===== config.mk =====
export PLATFORM = sky130hd
export DESIGN_NAME = ripple_adder
export DESIGN_NICKNAME = d
export VERILOG_FILES = /design/src/rtl/ripple_adder_pkg.sv /design/src/rtl/ripple_adder_full_adder.sv /design/src/rtl/ripple_adder.sv
export SDC_FILE = /design/constraint.sdc
export NUM_CORES = 1
export LEC_CHECK = 0
export CAP_MARGIN = 25
export CORE_AREA = 4 4 41 43
export CTS_CLUSTER_DIAMETER = 40
export DETAILED_ROUTE_END_ITERATION = 8
export DIE_AREA = 0 0 45 47
export PLACE_DENSITY = 0.66
export SYNTH_ARGS = -nofsm -noshare
export SYNTH_HDL_FRONTEND = slang
export SYNTH_SLANG_ARGS = --single-unit

===== constraint.sdc =====
create_clock -name clk -period 2.33 [get_ports clk]
set_input_delay 0.466 -clock clk [delete_from_list [all_inputs] [get_ports clk]]
set_output_delay 0.466 -clock clk [all_outputs]
set_load 0.02 [all_outputs]

===== src/rtl/ripple_adder_pkg.sv =====
// Bit-level helpers shared by the ripple adder and its full-adder cell.
package ripple_adder_pkg;

  localparam int MAX_WIDTH = 32;

  function automatic logic fa_sum(input logic a, input logic b, input logic c);
    return a ^ b ^ c;
  endfunction

  function automatic logic fa_carry(input logic a, input logic b, input logic c);
    return (a & b) | (a & c) | (b & c);
  endfunction

  // Same-sign operands producing a result of the opposite sign.
  function automatic logic ovf_flag(input logic a_msb, input logic b_msb, input logic s_msb);
    return (a_msb == b_msb) && (s_msb != a_msb);
  endfunction

endpackage


===== src/rtl/ripple_adder_full_adder.sv =====
// Purely combinational 1-bit full adder cell used as one ripple stage.
module full_adder
  import ripple_adder_pkg::*;
(
  input  logic a,
  input  logic b,
  input  logic cin,
  output logic s,
  output logic cout
);

  assign s    = fa_sum(a, b, cin);
  assign cout = fa_carry(a, b, cin);

endmodule


===== src/rtl/ripple_adder.sv =====
// WIDTH-bit ripple-carry adder with a single registered output stage.
module ripple_adder
  import ripple_adder_pkg::*;
#(
  parameter int WIDTH = 4
) (
  input  logic             clk,
  input  logic             rst,
  input  logic [WIDTH-1:0] A,
  input  logic [WIDTH-1:0] B,
  input  logic             Cin,
  input  logic             in_valid,
  output logic [WIDTH-1:0] S,
  output logic             Cout,
  output logic             Ovf,
  output logic             out_valid
);

  logic [WIDTH:0]   carry;
  logic [WIDTH-1:0] sum;

  logic [WIDTH-1:0] s_d, s_q;
  logic             cout_d, cout_q;
  logic             ovf_d, ovf_q;
  logic             out_valid_d, out_valid_q;

  assign carry[0] = Cin;

  // Carry chain: stage i consumes carry[i] and produces carry[i+1].
  for (genvar i = 0; i < WIDTH; i++) begin : g_stage
    full_adder u_fa (
      .a    (A[i]),
      .b    (B[i]),
      .cin  (carry[i]),
      .s    (sum[i]),
      .cout (carry[i+1])
    );
  end

  always_comb begin
    s_d         = s_q;
    cout_d      = cout_q;
    ovf_d       = ovf_q;
    out_valid_d = 1'b0;
    if (in_valid) begin
      s_d         = sum;
      cout_d      = carry[WIDTH];
      ovf_d       = ovf_flag(A[WIDTH-1], B[WIDTH-1], sum[WIDTH-1]);
      out_valid_d = 1'b1;
    end
  end

  // Output register stage; reset wins over a simultaneous valid input.
  always_ff @(posedge clk) begin
    if (rst) begin
      s_q         <= '0;
      cout_q      <= 1'b0;
      ovf_q       <= 1'b0;
      out_valid_q <= 1'b0;
    end else begin
      s_q         <= s_d;
      cout_q      <= cout_d;
      ovf_q       <= ovf_d;
      out_valid_q <= out_valid_d;
    end
  end

  assign S         = s_q;
  assign Cout      = cout_q;
  assign Ovf       = ovf_q;
  assign out_valid = out_valid_q;

endmodule


==> results <==
-- registers in the layout (all words and copies together), names as in the netlist --
name       count
Cout           1
Ovf            1
S              4
out_valid      1
-- timing repair --
item	CTS	global route
pin swaps	6	6
setup endpoints to repair	3	1
gates resized for setup	10	6
-- how the worst max path moves through the flow --
stage / to / depth (start not counted)
finish: Ovf / 7
CTS: Ovf / 7
floorplan: Ovf / 9
detailed placement: Ovf / 10
global placement: Ovf / 10
global route: Ovf / 10
-- cell type report --
cell class	count	area, sq um	area share (%)
well taps	15	18.8	3.22
inverters	8	30.0	5.15
flip-flops and latches	7	140	24.0
clock buffers	4	26.3	4.51
repair buffers	18	168	28.8
multi-input cells	19	200	34.3
-- metrics by stage --
stage                     power (uW)  setup TNS, ns
after floorplan                  188              0
after global placement           235          -1.08
after detailed placement         237          -1.19
after CTS                        354              0
after global routing             374              0
final                            342              0
-- layer usage --
| layer | part of all wire (%) | routed length, microns | GRT usage, % |
|---|---|---|---|
| met1 | 39 | 277 | 9.32 |
| met2 | 48 | 345 | 11.9 |
| met3 | 12 | 83 | 8.43 |
| met4 | 1.8 | 13 | 7.02 |
| met5 | 0 | 0 | 0 |
-- logic make-up (layout without fill, tap and decap cells) --
kind of cell | count (synthesis) | in the layout | share of synthesized area, %
mux | 2 | 2 | 5.35
simple gates | 7 | 7 | 10.7
compound gates | 4 | 4 | 8.36
fa+ha+maj | 5 | 5 | 24.7
flops | 7 | 7 | 37.5
buf+inv | 9 | 30 | 11.0
xor+xnor | 1 | 1 | 2.34
-- power by group --
part           leakage (uW)  switching, uW  internal (uW)  total, uW
Clock             0.0000150           44.8           65.4        110
Sequential        0.0000580           4.53            131        135
Combinational      0.000187           44.4           52.6       97.0
-- cells in the final DEF (no fill, tap or decap) --
cell type	n
clkdlybuf4s50_1	14
dfxtp_1	7
inv_2	5
nor2_1	5
inv_1	3
a211oi_1	3
fa_2	3
clkbuf_4	3
clkbuf_2	3
mux2i_1	2
xnor2_1	1
nor2b_4	1
nor3b_1	1
a31o_1	1
fa_1	1
ha_1	1
clkbuf_1	1
dlymetal6s2s_1	1
-- critical path: cells and delay by family --
kind / cells / cell delay, ns
xor+xnor: 1 / 0.14
buf+inv: 2 / 0.48
fa+ha+maj: 3 / 1.12
compound gates: 1 / 0.19
==> qor.yml <==
status: "finished clean"
start_kind: "primary input"
synth.cell_area_sq_um: 374
drc: 0
clk_latency_ns: 0.25
cts_root_buf: "clkbuf_4"
holdWs_ns: 0.487
synth_top_area_cell: "dfxtp_1"
p_leak_uw: 0.000260
period_needed_ns: 2.26
fmax_mhz: 443
port-buffer-count: 18
min_period_over_period_pct: 96.9
fp-row-count: 13
synth_most_common_cell: "inv_1"
die_x_microns: 45
synth_top_area_share_pct: 37.5
ys_types: 12
cp_slowest_stage_delay_ns: 0.44
crit_path_end_kind: "flop"
syn_inst: 35
rrSetupSlack_ns: 1.61
grt_max_degree: 11
rsz0062_at_grt: "no"
htreeDepth: 1
ys_seq_area_share_pct: 37.5
viasPerCell: 4.23
fin_ws_ns: 0.0729
grt_pass1_wl_microns: 1190
initial_core_util_pct: 28.8
fin_worst_skew_ns: 0
synth_area_per_cell_sq_um: 10.7
numCtsBuffers: 3
r2r_cells: 2
drive_gt1_share_pct: 26.8
post-place-ws_ns: -0.485
antenna_found_initial: 0
cpMaxStageDelayCell: "fa_1"
path_max_fanout: 2
routed_wl_microns: 719
hold_end: "S[1]"
ctsHoldBuffers: 0
drt_iter0_markers: 4
via_count: 300
yosys_most_used_dff: "dfxtp_1"
final_max_slew_viol_count: 0
core_area_sq_um: 1300
holdCritStartpoint: "S[1]"
dr.pass1.iters: 3
worst_pin_slew_ns: 0.378
hp-class: "flop to flop"
pwr_density_cell_nw_per_um2: 587
io_pins: 19
nets: 74
startpoint: "B[1]"
n_antenna_cell: 0
async_flop_share_pct: 0
stdcell_count: 71
cts_buffer_depth: 2
synth_edf_count: 0
maxCapViolCount: 0
chipHeight_microns: 47
yosysWarnings: 0
syn_to_final_growth_pct: 55.9
synth_commonest_cells: "inv_1 (8), dfxtp_1 (7), nor2_1 (5)"
post_cts_buffers: 0
vdd_drop_max_mv: 0.327
holdPathStages: 2
setup_violations: 0
rr_endpoint: "Ovf"
slew_headroom_pct: 74.7
crit_top_cell: "fa_2"
r2r_start: "Ovf"
post-place-cells: 67
grt_pass1_vias: 271
syn_nets: 52
cp.arrival_ns: 2.40
gp_routability_congestion: 0.586
synthTopCellsByArea: "dfxtp_1 (37%), fa_1 (21%), inv_1 (8.0%), a211oi_1 (6.0%), mux2i_1 (5.4%)"
ys_seq_elements: 7
antenna_left: 0
fin_util_pct: 44.8
path_cells: "clkdlybuf4s50_1 > fa_2 > fa_2 > inv_2 > fa_1 > xnor2_1 > a31o_1"
cts_sinks: 7
path_class: "primary input to flop"
post_drt_wl_per_cell_microns: 10.1
final-hold-violation-count: 0
dpl-instance-area_sq_um: 567
cts_tree: "yes"
track_usage_pct: 9.24
clk_pin_slew_worst_paths_ns: 0.05
fillers: 140
required_ns: 2.48
post-dp-hpwl_microns: 578
grt_overflow_total: 0
die_area_sq_um: 2120
stdcell_area_sq_um: 583
(Power assumes the default switching activity.)
